--- src/rtl/pe_result_writer_if.sv ---
// PE result / output-memory handshake bundle for pe_result_writer.
// slave is the writer's view; master is the environment (PE array + memory) view.
interface pe_result_writer_if #(
   parameter int unsigned N  = 4,
   parameter int unsigned DW = 20,
   parameter int unsigned AW = 32
);
   logic [N-1:0]    pe_valid;
   logic [N*DW-1:0] pe_data;
   logic [N*AW-1:0] pe_addr;
   logic [N-1:0]    pe_ready;
   logic            mem_wr;
   logic [AW-1:0]   mem_addr;
   logic [7:0]      mem_data;
   logic            mem_ready;

   modport master (
      output pe_valid, pe_data, pe_addr, mem_ready,
      input  pe_ready, mem_wr, mem_addr, mem_data
   );

   modport slave (
      input  pe_valid, pe_data, pe_addr, mem_ready,
      output pe_ready, mem_wr, mem_addr, mem_data
   );
endinterface

--- src/rtl/pe_result_writer.sv ---
// Round-robin collector of PE results: rescale, ReLU, saturate to a byte, then queue
// into a small FIFO that drains to the single-port output memory.
module pe_result_writer #(
   parameter int unsigned N     = 4,
   parameter int unsigned DW    = 20,
   parameter int unsigned AW    = 32,
   parameter int unsigned SHIFT = 4,
   parameter int unsigned DEPTH = 8
) (
   input  logic                clk,
   input  logic                rst,
   input  logic                start,
   input  logic                flush,
   pe_result_writer_if.slave   bus,
   output logic                busy,
   output logic                done,
   output logic [15:0]         wr_count
);
   localparam int unsigned PW = (N > 1) ? $clog2(N) : 1;
   localparam int unsigned FW = $clog2(DEPTH);
   localparam int unsigned CW = FW + 1;
   localparam logic signed [DW-1:0] BYTE_MAX = DW'(255);

   typedef enum logic [1:0] {IDLE, RUN, DRAIN} state_t;

   typedef struct packed {
      logic [AW-1:0] addr;
      logic [7:0]    data;
   } entry_t;

   state_t               state, state_d;
   logic                 done_d;
   logic [PW-1:0]        rr_ptr, gnt_idx, cand;
   logic                 gnt_found;
   logic [N-1:0]         grant;
   logic signed [DW-1:0] sel_data, scaled;
   logic [AW-1:0]        sel_addr;
   entry_t               push_entry;
   entry_t               fifo_mem [DEPTH];
   logic [FW-1:0]        wr_ptr, rd_ptr;
   logic [CW-1:0]        count;
   logic                 empty, full, push, pop;

   assign empty = (count == '0);
   assign full  = (count == CW'(DEPTH));

   // Round-robin search starting after the last granted PE; full ignores a same-cycle pop
   always_comb begin
      gnt_found = 1'b0;
      gnt_idx   = '0;
      cand      = '0;
      grant     = '0;
      if (state == RUN && !full) begin
         for (int unsigned k = 1; k <= N; k++) begin
            cand = PW'((32'(rr_ptr) + k) % N);
            if (!gnt_found && bus.pe_valid[cand]) begin
               gnt_found = 1'b1;
               gnt_idx   = cand;
            end
         end
      end
      if (gnt_found) grant[gnt_idx] = 1'b1;
   end

   assign bus.pe_ready = grant;
   assign push         = gnt_found;
   assign pop          = !empty && bus.mem_ready;

   // Rescale the granted result and clamp it into an unsigned byte
   always_comb begin
      sel_data        = $signed(bus.pe_data[32'(gnt_idx)*DW +: DW]);
      sel_addr        = bus.pe_addr[32'(gnt_idx)*AW +: AW];
      scaled          = sel_data >>> SHIFT;
      push_entry.addr = sel_addr;
      if (scaled[DW-1])            push_entry.data = 8'h00;
      else if (scaled > BYTE_MAX)  push_entry.data = 8'hFF;
      else                         push_entry.data = scaled[7:0];
   end

   // Storage is not reset: only entries between rd_ptr and wr_ptr are ever exposed
   always_ff @(posedge clk) begin
      if (push) fifo_mem[wr_ptr] <= push_entry;
   end

   always_ff @(posedge clk or negedge rst) begin
      if (!rst) begin
         wr_ptr <= '0;
         rd_ptr <= '0;
         count  <= '0;
         rr_ptr <= PW'(N - 1);
      end else begin
         if (push) begin
            wr_ptr <= wr_ptr + 1'b1;
            rr_ptr <= gnt_idx;
         end
         if (pop) rd_ptr <= rd_ptr + 1'b1;
         case ({push, pop})
            2'b10:   count <= count + 1'b1;
            2'b01:   count <= count - 1'b1;
            default: count <= count;
         endcase
      end
   end

   assign bus.mem_wr   = !empty;
   assign bus.mem_addr = empty ? '0    : fifo_mem[rd_ptr].addr;
   assign bus.mem_data = empty ? 8'h00 : fifo_mem[rd_ptr].data;

   // Tile sequencing
   always_comb begin
      state_d = state;
      done_d  = 1'b0;
      case (state)
         IDLE:    if (start) state_d = RUN;
         RUN:     if (flush) state_d = DRAIN;
         DRAIN:   if (empty) begin
                     state_d = IDLE;
                     done_d  = 1'b1;
                  end
         default: state_d = IDLE;
      endcase
   end

   always_ff @(posedge clk or negedge rst) begin
      if (!rst) begin
         state    <= IDLE;
         busy     <= 1'b0;
         done     <= 1'b0;
         wr_count <= '0;
      end else begin
         state <= state_d;
         busy  <= (state_d != IDLE);
         done  <= done_d;
         if (state == IDLE && start) wr_count <= '0;
         else if (pop)               wr_count <= wr_count + 16'd1;
      end
   end
endmodule
--- src/flat_wrapper.sv ---
// flat-port wrapper written by rule: the top's interface ports become plain ports
module pe_result_writer_flat 
#(
   parameter int unsigned N     = 4,
   parameter int unsigned DW    = 20,
   parameter int unsigned AW    = 32,
   parameter int unsigned SHIFT = 4,
   parameter int unsigned DEPTH = 8
)
  (clk, rst, start, flush, busy, done, wr_count, bus_pe_valid, bus_pe_data, bus_pe_addr, bus_mem_ready, bus_pe_ready, bus_mem_wr, bus_mem_addr, bus_mem_data);
  pe_result_writer_if #(.N(N), .DW(DW), .AW(AW)) bus_i ();
  input  logic clk;
  input  logic rst;
  input  logic start;
  input  logic flush;
  output logic busy;
  output logic done;
  output logic [15:0] wr_count;
  input wire logic [$bits(bus_i.pe_valid)-1:0] bus_pe_valid;
  input wire logic [$bits(bus_i.pe_data)-1:0] bus_pe_data;
  input wire logic [$bits(bus_i.pe_addr)-1:0] bus_pe_addr;
  input wire logic [$bits(bus_i.mem_ready)-1:0] bus_mem_ready;
  output wire logic [$bits(bus_i.pe_ready)-1:0] bus_pe_ready;
  output wire logic [$bits(bus_i.mem_wr)-1:0] bus_mem_wr;
  output wire logic [$bits(bus_i.mem_addr)-1:0] bus_mem_addr;
  output wire logic [$bits(bus_i.mem_data)-1:0] bus_mem_data;
  assign bus_i.pe_valid = bus_pe_valid;
  assign bus_i.pe_data = bus_pe_data;
  assign bus_i.pe_addr = bus_pe_addr;
  assign bus_i.mem_ready = bus_mem_ready;
  assign bus_pe_ready = bus_i.pe_ready;
  assign bus_mem_wr = bus_i.mem_wr;
  assign bus_mem_addr = bus_i.mem_addr;
  assign bus_mem_data = bus_i.mem_data;
  pe_result_writer #(.N(N), .DW(DW), .AW(AW), .SHIFT(SHIFT), .DEPTH(DEPTH)) u_core (.clk(clk), .rst(rst), .start(start), .flush(flush), .bus(bus_i), .busy(busy), .done(done), .wr_count(wr_count));
endmodule
--- config.mk ---
export PLATFORM = sky130hd
export DESIGN_NAME = pe_result_writer_flat
export DESIGN_NICKNAME = d
export VERILOG_FILES = /design/src/rtl/pe_result_writer_if.sv /design/src/rtl/pe_result_writer.sv /design/src/flat_wrapper.sv
export SDC_FILE = /design/constraint.sdc
export NUM_CORES = 1
export LEC_CHECK = 0
export BUFFER_PORTS_ARGS = -buffer_cell sky130_fd_sc_hd__buf_2
export CAP_MARGIN = 5
export CORE_UTILIZATION = 45
export CTS_CLUSTER_SIZE = 12
export DETAILED_ROUTE_END_ITERATION = 7
export PLACE_DENSITY = 0.78
export SYNTH_ARGS = -nofsm -noshare
export SYNTH_HDL_FRONTEND = slang
export SYNTH_SLANG_ARGS = --single-unit
--- constraint.sdc ---
create_clock -name clk -period 5.6 [get_ports clk]
set_input_delay 0 -clock clk [delete_from_list [all_inputs] [get_ports clk]]
set_output_delay 0 -clock clk [all_outputs]
set_load 0.1 [all_outputs]
Word level (Yosys, flattened, before mapping)
Memory sizes are Yosys's and may differ from the RTL's.
Index checks and enable logic that the tools add are counted.
{"block": "totals", "register_bits": 32, "ram_bits": 320, "input_bits": 217, "output_inout_bits": 63, "mem_count": 1}
{"block": "op_classes", "addsub": 9, "multipliers": 1, "n_lt_le_gt_ge": 7, "eq_ne": 5, "shifts": 2, "n_mux": 39, "n_reduce_logical": 17}
{"name": "u_core.fifo_mem", "words": 8, "width": 40, "read_ports": 1, "rd_ports_with_merged_regs": 0, "write_ports": 1, "line_no": "pe_result_writer.sv:39", "text": "entry_t fifo_mem [DEPTH];"}
{"operator": "128-bit by 8-bit indexed part select with 32-bit output", "count": 1}
{"operator": "80-bit by 8-bit indexed part select with 20-bit output", "count": 1}
{"operator": "16-bit 2-to-1 mux", "count": 2}
{"operator": "32-bit 2-to-1 mux", "count": 1}
{"operator": "8-bit 2-to-1 mux", "count": 3}
{"operator": "1-bit 2-to-1 mux", "count": 17}
{"operator": "16-bit by 1-bit adder with 16-bit output (second input constant)", "count": 1}
{"operator": "16-bit by 9-bit > comparator with 1-bit output (second input constant)", "count": 1}
{"operator": "2-bit 2-to-1 mux", "count": 8}
{"operator": "2-bit by 3-bit < comparator with 1-bit output (second input constant)", "count": 5}
{"operator": "1-bit binary-select mux with 2-bit select", "count": 4}
{"operator": "4-bit case mux with 2 select lines", "count": 1}
{"operator": "1-bit logical AND", "count": 7}
{"operator": "3-bit by 1-bit adder with 3-bit output (second input constant)", "count": 2}
{"operator": "2-bit case mux with 3 select lines", "count": 1}
{"operator": "2-bit nonzero test", "count": 3}
{"operator": "1-bit zero test", "count": 5}
{"operator": "2-bit by 3-bit multiplier with 5-bit output (second input constant)", "count": 1}
{"operator": "2-bit by 1-bit adder with 2-bit output (second input constant)", "count": 2}
{"operator": "2-bit adder (second input constant)", "count": 2}
{"operator": "4-bit by 1-bit adder with 4-bit output (second input constant)", "count": 1}
{"operator": "2-bit by 1-bit equality test with 1-bit output (second input constant)", "count": 2}
{"operator": "2-bit equality test (second input constant)", "count": 2}
{"operator": "4-bit equality test (second input constant)", "count": 1}
{"operator": "6 further kinds", "count": 6}

Logic depth before layout (Yosys ltp)
Gate-level depths: netlist (run 1).
{"block": "logic_depth", "word_depth": 22, "ltp_mapped": 11, "ltp_nobuf": 11}

Worst setup path before layout (run 1)
No wires, ideal clock.
{"block": "synth_path", "path_kind": "flip-flop to flip-flop", "startpoint": "reg u_core.state[1]", "endpoint": "mem u_core.fifo_mem[2][0] in the netlist's numbering (enable)", "setup_time_ns": 0.551, "t_arrival_ns": 5.332, "t_required_ns": 5.049, "slack_ns": -0.284, "stages_incl_launch_ff": 5, "synth_period_minus_slack_ns": 5.884, "path_cell_list": "dfrtp_1 -> and2b_1 -> o41a_1 -> o41ai_2 -> nor4b_1"}
{"block": "synth_between", "elab_chain_len": 5}
{"item": "start: declaration", "line_no": "pe_result_writer.sv:31", "text": "state_t state, state_d;"}
{"item": "start signal: assignment", "line_no": "pe_result_writer.sv:131", "text": "state <= state_d;"}
{"item": "2-bit by 1-bit equality test with 1-bit output", "line_no": "pe_result_writer.sv:53", "text": "if (state == RUN && !full) begin"}
{"item": "1-bit logical AND", "line_no": "pe_result_writer.sv:53"}
{"item": "1-bit 2-to-1 mux", "line_no": "pe_result_writer.sv:53"}
{"item": "1-bit 2-to-1 mux", "line_no": "pe_result_writer.sv:82", "text": "if (push) fifo_mem[wr_ptr] <= push_entry;"}
{"item": "1-bit 2-to-1 mux (not written as such)", "line_no": "pe_result_writer.sv:82"}
{"item": "end: declaration", "line_no": "pe_result_writer.sv:39"}
No other way between the ends.

==> summary.txt, run 1 <==
clock latency on the worst-skew pair: 0.52 ns
Final Hold Viols: 0
syn avg cell area: 17.4 um2
Multi-input gate area: 4870 um2
Clock power frac: 0.187
clk root buf: clkbuf_16
first-pass GRT wire length: 50700 um
Async SR Flop Fraction: 0.0909
cell-internal power: 6.17 mW
Max Slew Vio Count: 0
Layout Cells excl Fill: 1639
Slew headroom: 0.309
family with the most delay on the worst path: simple AND/OR/NAND/NOR gates
Syn Nets: 1115
height of the chip: 187 um
layout cells sized above 1: 0.402
Cells after Synth: 891
CTS clock-pin slew for the worst setup and hold paths: 0.06 ns
CP required: 5.82 ns
status: completed
Starting Density: 0.459
drt drc: 0
maximum clock frequency: 287 MHz
register area: 10400 um2
peak supply drop: 0.000584 V
CP arrival: 3.70 ns
H-tree levels: 2
Core Util, Final: 0.548
TritonCTS Buffers: 36
DR pass1 iterations: 6
Max clock buf depth: 3
fin crit share: 0.622
Placed Cells: 1578
FILL cells: 2627
Flop pwr share: 0.353
placed instance area: 17400 um2
#FFs+latches synth: 352
Final Skew: 0.00777 ns
worst path cell trace: and2_1, o32ai_2, nor3_4, buf_12, mux2i_1, mux2_2, a41oi_1
port buffer count: 263
post-synth cell types: 60
core area: 33700 um2
Post-Layout Inst Area: 18500 um2
Power, Total: 11.3 mW
initial antenna violation count: 1
GRT Residual Overflow: 0
crit path time final: 3.48 ns
Critical Path Max Stage Delay: 0.85 ns
MaxCap Viol Count: 0
NetSw: 5.10 mW
final wirelength: 32800 um
Clock Sinks: 352
CTS tree: built
final setup vio count: 0
startpoint types: flop
power share of the combinational group: 0.461
Die ar.: 35100 um2
CP endpoint kind: flop
routed len/inst: 20.0 um
mapped cell area: 15500 um2
antenna-violating nets left: 0
Main synth FF type: edfxtp_1
Buffers & Inverters on Critical Path: 1
synth warn: 0
RSZ-0062 raised after global routing: false
Detailed Route Iter0 Violations: 730
post-layout net count: 1398
sequential fraction of the synthesis area: 0.673
row count: 67
Global Route Usage Sum: 0.188
Post-CTS Setup Bufs: 0
Die Wd: 187 um
Area Overhead vs Synth: 19.4%
PwrDens: 610 nW/um2
worst slew pin tran: 1.03 ns
Setup CP Type: flop to flop
Min-Delay Path Class: input port to flop
Fin Setup TNS: 0 ns
DPL Wire Length: 20200 um
post-CTS resize count: 0
vias in the first global route: 9080
via count: 8854
I/O pin cnt: 280
Post-CTS Hold Buffers: 6
Sw Share: 0.452
Slowest-stage cell, CP: nor3_4
worst-path fanout max: 48
Placer Congestion: 0.761
largest net degree at the start of global routing: 77
Post-synth EDFFs: 320
vias per inst: 5.40
P_leak: 6.69 nW
==> final cells by class <==
type	instances	share of cell area
inverters	11	0.00224
well taps	448	0.0304
repair buffers	292	0.0845
multi-input cells	481	0.264
clock inverters	8	0.00379
flip-flops and latches	352	0.564
clock buffers	46	0.0508
diodes	1	0.000135
==> Yosys cell counts, drive strengths merged (10+ instances only) <==
library cell	count	area, um2
inv	11	41.3
dfrtp	30	751
clkbuf	18	67.6
nand2	22	85.1
a21oi	38	194
buf	29	159
mux4	80	1800
mux2	41	462
mux2i	96	961
xnor2	10	87.6
nor2	100	375
xor2	13	114
edfxtp	320	9610
==> cell usage in the layout (no fill, tap or decap), drive strengths merged, types with 4 or more instances in the layout <==
| cell | n |
|---|---|
| o21ai | 4 |
| a21oi | 38 |
| nor2 | 100 |
| nand3 | 7 |
| inv | 13 |
| nand2 | 22 |
| xnor2 | 10 |
| dfrtp | 30 |
| clkinv | 5 |
| a41oi | 8 |
| buf | 286 |
| dlygate4sd3 | 6 |
| mux2 | 41 |
| xor2 | 13 |
| mux2i | 96 |
| ha | 6 |
| nand4 | 4 |
| clkbuf | 46 |
| nor3 | 8 |
| edfxtp | 320 |
| mux4 | 80 |
==> per-stage QoR <==
stage | setup slack [ns] | hold slack [ns]
floorplan | 0.0959 | -0.296
global placement | 2.28 | 0.0956
detailed placement | 2.13 | 0.107
CTS | 2.10 | 0.0281
global route | 1.92 | 0.0602
finish | 2.12 | 0.0459
==> worst paths after layout <==
| path | start | to | slack [ns] | cells after the start |
|---|---|---|---|---|
| setup / recovery | u_core.rr_ptr[1] | u_core.fifo_mem[4][7] | 2.12 | 7 |
| hold / removal | bus_pe_valid[1] | u_core.wr_ptr[0] | 0.05 | 4 |
| setup reg to reg | u_core.rr_ptr[1] | u_core.fifo_mem[4][7] | 2.12 | 7 |
| hold reg to reg | u_core.state[1] | u_core.state[0] | 0.49 | 1 |
| max in group asynchronous | rst | u_core.rd_ptr[0] | 4.95 | 2 |
| min in group asynchronous | rst | u_core.done | 0.11 | 2 |
==> tightest hold or removal path, delay by kind of cell <==
family | cells | cell delay (ns)
AOI/OAI and AO/OA | 1 | 0.08
buffers and inverters | 2 | 0.30
xor gates and xnor gates | 1 | 0.13
==> registers in the layout, indices dropped and copies added, names as in the netlist <==
name and cells:
u_core.state 2, u_core.done 1, u_core.count 4, u_core.rr_ptr 2
u_core.busy 1, u_core.wr_count 16, u_core.rd_ptr 3, u_core.wr_ptr 3
u_core.fifo_mem 320
==> kinds of logic (layout without fill, tap and decap cells) <==
kind of cell | Yosys count | count (layout) | share of synthesized area
fa+ha+maj | 7 | 7 | 0.00615
buf+inv | 58 | 357 | 0.0173
compound gates | 70 | 70 | 0.0342
simple gates | 164 | 164 | 0.0475
flops | 352 | 352 | 0.673
xor+xnor | 23 | 23 | 0.0130
mux | 217 | 217 | 0.208
other cells | 0 | 1 | 0
==> power by group through the flow <==
stage / Combinational, mW / Sequential, mW / Clock (mW)
after floorplan: 4.34 / 3.80 / 0
after global placement: 5.14 / 4.01 / 0
after detailed placement: 5.22 / 4.04 / 0
after CTS: 5.24 / 3.99 / 2.14
after global routing: 5.48 / 4.03 / 2.24
final: 5.19 / 3.98 / 2.11
==> metal layers <==
layer / global-route usage / part of all wire
met5: 0 / 0
met4: 0.0525 / 0.021
met3: 0.0272 / 0.049
met2: 0.332 / 0.52
met1: 0.241 / 0.41
(Power assumes the default switching activity.)
==> run 2, diff against run 1 <==
--- a/config.mk
+++ b/config.mk
@@ -10,7 +10,7 @@
 export CORE_UTILIZATION = 45
 export CTS_CLUSTER_SIZE = 12
 export DETAILED_ROUTE_END_ITERATION = 7
-export PLACE_DENSITY = 0.78
+export PLACE_DENSITY = 0.76
 export SYNTH_ARGS = -nofsm -noshare
 export SYNTH_HDL_FRONTEND = slang
 export SYNTH_SLANG_ARGS = --single-unit
==> constraint.sdc (replaced) <==
create_clock -name clk -period 3.4 [get_ports clk]
set_input_delay 0 -clock clk [delete_from_list [all_inputs] [get_ports clk]]
set_output_delay 0 -clock clk [all_outputs]
set_load 0.1 [all_outputs]
==> summary.txt, run 2 (synthesis results as in run 1) <==
commonest non-fill, non-tap cell in the layout: edfxtp_1
Die ar.: 35100 um2
Die Wd: 187 um
port buffer count: 263
family with the most delay on the worst path: buffers and inverters
CP endpoint kind: flop
via count: 9068
height of the chip: 187 um
fin crit share: 0.904
Buffers & Inverters on Critical Path: 3
vias in the first global route: 9282
initial antenna violation count: 0
worst slew pin tran: 0.774 ns
largest net degree at the start of global routing: 46
diode count: 0
DR pass1 iterations: 5
clk root buf: clkbuf_16
routed len/inst: 20.7 um
GRT Residual Overflow: 0
Clock Sinks: 352
Detailed Route Iter0 Violations: 760
hold path startpoint: bus_pe_addr[1]
final setup vio count: 0
TritonCTS Buffers: 36
MaxCap Viol Count: 0
R2R Setup Slk: 0.33 ns
setup slack at placement: 0.471 ns
most frequent cells in the layout: edfxtp_1 (320), buf_2 (263), nor2_1 (99), mux2i_1 (96), mux4_2 (80)
Max Slew Vio Count: 0
vias per inst: 5.47
Global Route Usage Sum: 0.198
Setup CP Type: flop to flop
PwrDens: 1010 nW/um2
Min-Delay Path Class: input port to flop
Largest regs: u_core.fifo_mem: 320 flops, u_core.wr_count: 16 flops, u_core.count: 4 flops
reg2reg end: u_core.fifo_mem[3][6]
maximum clock frequency: 325 MHz
P_leak: 6.82 nW
crit path time final: 3.07 ns
worst-path fanout max: 38
peak supply drop: 0.000673 V
antenna-violating nets left: 0
Max clock buf depth: 3
CP arrival: 3.25 ns
Slew headroom: 0.477
worst path cell trace: and2b_1, o41a_1, o41ai_2, dlygate4sd3_1, inv_1, nand2_1, nor3b_4, buf_12
post-layout net count: 1415
CTS clock-pin slew for the worst setup and hold paths: 0.06 ns
Largest register FFs: 320
RSZ-0062 raised after global routing: false
Final Skew: 0.0190 ns
layout cells sized above 1: 0.408
status: completed
worst r2r src: u_core.state[1]
Final Worst Setup Slack: 0.325 ns
first-pass GRT wire length: 53100 um
Final Hold Viols: 0
CTS tree: built
final wirelength: 34400 um
Hold Slack: 0.0746 ns
Critical Path Max Stage Delay: 0.61 ns
startpoint types: flop
Placer Congestion: 0.752
Area Overhead vs Synth: 21.1%
Starting Density: 0.459
Worst Reg-to-Reg Cells: 8
I/O pin cnt: 280
Reg with most FFs: u_core.fifo_mem
row count: 67
CP required: 3.58 ns
drt drc: 0
clock latency on the worst-skew pair: 0.52 ns
H-tree levels: 2
Slowest-stage cell, CP: dlygate4sd3_1
core area: 33700 um2
worst hold endpoint: u_core.fifo_mem[5][9]
DPL Wire Length: 21300 um
worst hold stages: 3
[run 2: cell types whose count changed in the layout (fill, tap and decap cells not counted), moves of 2 or more]
cell       previous run  this run
buf_12                1         7
buf_4                22        32
clkbuf_1             10        12
clkbuf_16            36        38
nor3_2                3         1
nor3_4                1         3
nor3b_2               2         0
nor3b_4               0         2
[run 2: routing by layer]
| metal | vias up | share of wire | GRT usage |
|---|---|---|---|
| met3 | 63 | 0.045 | 0.0302 |
| met2 | 255 | 0.52 | 0.341 |
| met1 | 4625 | 0.41 | 0.257 |
| met5 | - | 0 | 0 |
| met4 | 0 | 0.026 | 0.0629 |
| li1 | 4125 | - | - |
[run 2: worst max path at each step]
stage                     start  depth (start not counted)  slack (ns)                     end
4_1_cts         u_core.state[1]                          8        0.03   u_core.fifo_mem[7][6]
3_3_place_gp    u_core.count[1]                          7        0.56  u_core.fifo_mem[7][36]
6_report        u_core.state[1]                          8        0.33   u_core.fifo_mem[3][6]
2_1_floorplan   u_core.state[1]                          4       -0.51   u_core.fifo_mem[2][0]
3_5_place_dp    u_core.count[1]                          7        0.47   u_core.fifo_mem[7][1]
5_1_grt        u_core.rr_ptr[1]                          6        0.15   u_core.fifo_mem[1][1]
[run 2: worst min-delay path, stage by stage]
cell and delay, ns:
buf_2 0.09, mux2i_1 0.11, a21oi_1 0.19
[run 2: power breakdown]
group	switching [mW]	internal, mW	total [mW]
sequential	0.518	5.85	6.37
combinational	6.51	2.50	9.01
clock	1.49	2.03	3.53
total	8.52	10.4	18.9
[run 2: cell type report]
class                           instances  area (um2)
Clock inverter                          6        37.5
Sequential cell                       352       10400
Multi-Input combinational cell        481        4900
Inverter                               11        41.3
Clock buffer                           50         996
Fill cell                            2649       15000
Timing Repair Buffer                  309        1770
Tap cell                              448         561
[run 2: what timing repair did]
item	CTS	global route
hold buffers	7	0
setup buffers	0	4
hold endpoints to repair	42	0
gates resized for setup	0	0
setup endpoints to repair	0	67
[run 2: stage by stage]
| stage | area, um2 | TNS [ns] | utilization | power [mW] | instances |
|---|---|---|---|---|---|
| finish | 18700 | 0 | 0.556 | 18.9 | 1657 |
| global route | 18700 | 0 | 0.556 | 19.7 | 1657 |
| CTS | 18700 | 0 | 0.555 | 19.0 | 1653 |
| detailed placement | 17600 | 0 | 0.522 | 15.5 | 1590 |
| global placement | 17600 | 0 | 0.522 | 15.3 | 1590 |
| floorplan | 15500 | -56.59 | - | 13.4 | 891 |
==> run 3, diff against run 2 <==
--- a/config.mk
+++ b/config.mk
@@ -7,10 +7,10 @@
 export LEC_CHECK = 0
 export BUFFER_PORTS_ARGS = -buffer_cell sky130_fd_sc_hd__buf_2
 export CAP_MARGIN = 5
-export CORE_UTILIZATION = 45
+export CORE_UTILIZATION = 50
 export CTS_CLUSTER_SIZE = 12
 export DETAILED_ROUTE_END_ITERATION = 7
-export PLACE_DENSITY = 0.76
+export PLACE_DENSITY = 0.82
 export SYNTH_ARGS = -nofsm -noshare
 export SYNTH_HDL_FRONTEND = slang
 export SYNTH_SLANG_ARGS = --single-unit
==> summary.txt, run 3 (synthesis results as in run 1) <==
crit path time final: 3.22 ns
Fin Setup TNS: 0 ns
Die ar.: 31600 um2
row count: 64
worst hold stages: 5
CP required: 3.59 ns
MaxCap Viol Count: 0
CTS tree: built
Critical Path Max Stage Delay: 0.60 ns
Worst Reg-to-Reg Cells: 9
peak supply drop: 0.000929 V
I/O pin cnt: 280
worst-path fanout max: 27
Global Route Usage Sum: 0.213
RSZ-0062 raised after global routing: false
layout cells sized above 1: 0.407
Min-Delay Path Class: input port to flop
P_leak: 6.84 nW
CTS clock-pin slew for the worst setup and hold paths: 0.06 ns
CP arrival: 3.40 ns
first-pass GRT wire length: 50400 um
fin crit share: 0.946
most frequent CP cell: buf_12
Setup CP Type: flop to flop
R2R Setup Slk: 0.18 ns
Placer Congestion: 0.806
final wirelength: 33200 um
status: completed
routed len/inst: 20.8 um
DPL Wire Length: 20800 um
Largest regs: u_core.fifo_mem: 320 flops, u_core.wr_count: 16 flops, u_core.count: 4 flops
clk root buf: clkbuf_16
H-tree levels: 2
largest net degree at the start of global routing: 58
GRT Residual Overflow: 0
Final Skew: 0.0162 ns
Starting Density: 0.507
CP endpoint kind: flop
commonest non-fill, non-tap cell in the layout: edfxtp_1
hold path startpoint: bus_pe_valid[1]
Slowest-stage cell, CP: dlygate4sd3_1
final setup vio count: 0
Hold Slack: 0.0682 ns
antenna-violating nets left: 0
vias in the first global route: 9226
diode count: 0
height of the chip: 178 um
Largest register FFs: 320
clock latency on the worst-skew pair: 0.51 ns
vias per inst: 5.65
Final Hold Viols: 0
post-layout net count: 1409
Area Overhead vs Synth: 21.0%
maximum clock frequency: 311 MHz
port buffer count: 263
drt drc: 0
core area: 30500 um2
worst hold endpoint: u_core.rr_ptr[1]
Max clock buf depth: 3
Clock Sinks: 352
via count: 9032
Max Slew Vio Count: 0
DR pass1 iterations: 5
Slew headroom: 0.478
TritonCTS Buffers: 37
startpoint types: flop
Post-Layout Inst Area: 18700 um2
most frequent cells in the layout: edfxtp_1 (320), buf_2 (263), nor2_1 (99), mux2i_1 (96), mux4_2 (80)
Reg with most FFs: u_core.fifo_mem
reg2reg end: u_core.fifo_mem[1][14]
Detailed Route Iter0 Violations: 579
Die Wd: 178 um
worst r2r src: u_core.state[1]
initial antenna violation count: 0
PwrDens: 1020 nW/um2
worst slew pin tran: 0.773 ns
worst path cell trace: and2b_1, o41a_1, o41ai_2, dlygate4sd3_1, inv_1, nand2_1, nor3_4, buf_12, buf_12
placed instance area: 17500 um2
==> run 3: changes by cell type in the layout (fill, tap and decap cells not counted), sizes merged <==
cell | previous run | this run
buf | 302 | 295
clkinv | 6 | 1
bufinv | 0 | 3
inv | 11 | 13
clkbuf | 50 | 51
==> run 3: stage by stage <==
step | cells | utilization | setup WS [ns] | power, mW
2_1_floorplan | 891 | - | -0.512 | 13.4
3_3_place_gp | 1533 | 0.573 | 0.651 | 15.2
3_5_place_dp | 1533 | 0.573 | 0.428 | 15.4
4_1_cts | 1597 | 0.612 | 0.0682 | 19.2
5_1_grt | 1599 | 0.614 | 0.00831 | 19.9
6_report | 1599 | 0.614 | 0.182 | 19.1
==> run 3: critical path, delay by kind of cell (launching register included) <==
family,cells,cell delay [ns]
simple gates,3,0.84
compound gates,2,0.55
flops,1,0.40
buf+inv,4,1.07
==> run 3: worst max path at each step <==
stage | startpoint | end | slack, ns | cells past startpoint
global route | u_core.state[1] | u_core.fifo_mem[1][14] | 0.008 | 9
CTS | u_core.state[1] | u_core.fifo_mem[3][19] | 0.07 | 8
global placement | u_core.count[1] | u_core.fifo_mem[4][7] | 0.65 | 6
detailed placement | u_core.count[1] | u_core.fifo_mem[1][4] | 0.43 | 7
floorplan | u_core.state[1] | u_core.fifo_mem[2][0] | -0.51 | 4
finish | u_core.state[1] | u_core.fifo_mem[1][14] | 0.18 | 9
==> run 3: metal layers <==
layer,up-vias,global-route usage,wire length (um)
met3,57,0.0249,1710
met5,-,0,0
met1,4580,0.275,13500
met4,0,0.0705,808
met2,274,0.374,17200
li1,4121,-,-
==> run 3: repair_timing <==
action / in CTS / in global routing
setup endpoints to repair: 0 / 72
resized for setup: 0 / 2
hold buffers: 7 / 0
setup buffers: 0 / 2
endpoints found under the hold margin: 41 / 0
==> run 3: layout make-up <==
cell class / count / area [um2]
Fill cell: 2218 / 11800
Inverter: 11 / 41.3
Clock buffer: 51 / 1020
Timing Repair Buffer: 302 / 1720
Sequential cell: 352 / 10400
Multi-Input combinational cell: 481 / 4900
Tap cell: 396 / 495
Clock inverter: 6 / 113
==> run 3: report_power, final <==
| group | internal (mW) | total, mW | switching, mW | leakage [nW] |
|---|---|---|---|---|
| Combinational | 2.48 | 8.94 | 6.46 | 3.00 |
| Sequential | 5.85 | 6.33 | 0.481 | 3.29 |
| Clock | 2.31 | 3.80 | 1.49 | 0.550 |
| Total | 10.6 | 19.1 | 8.44 | 6.84 |
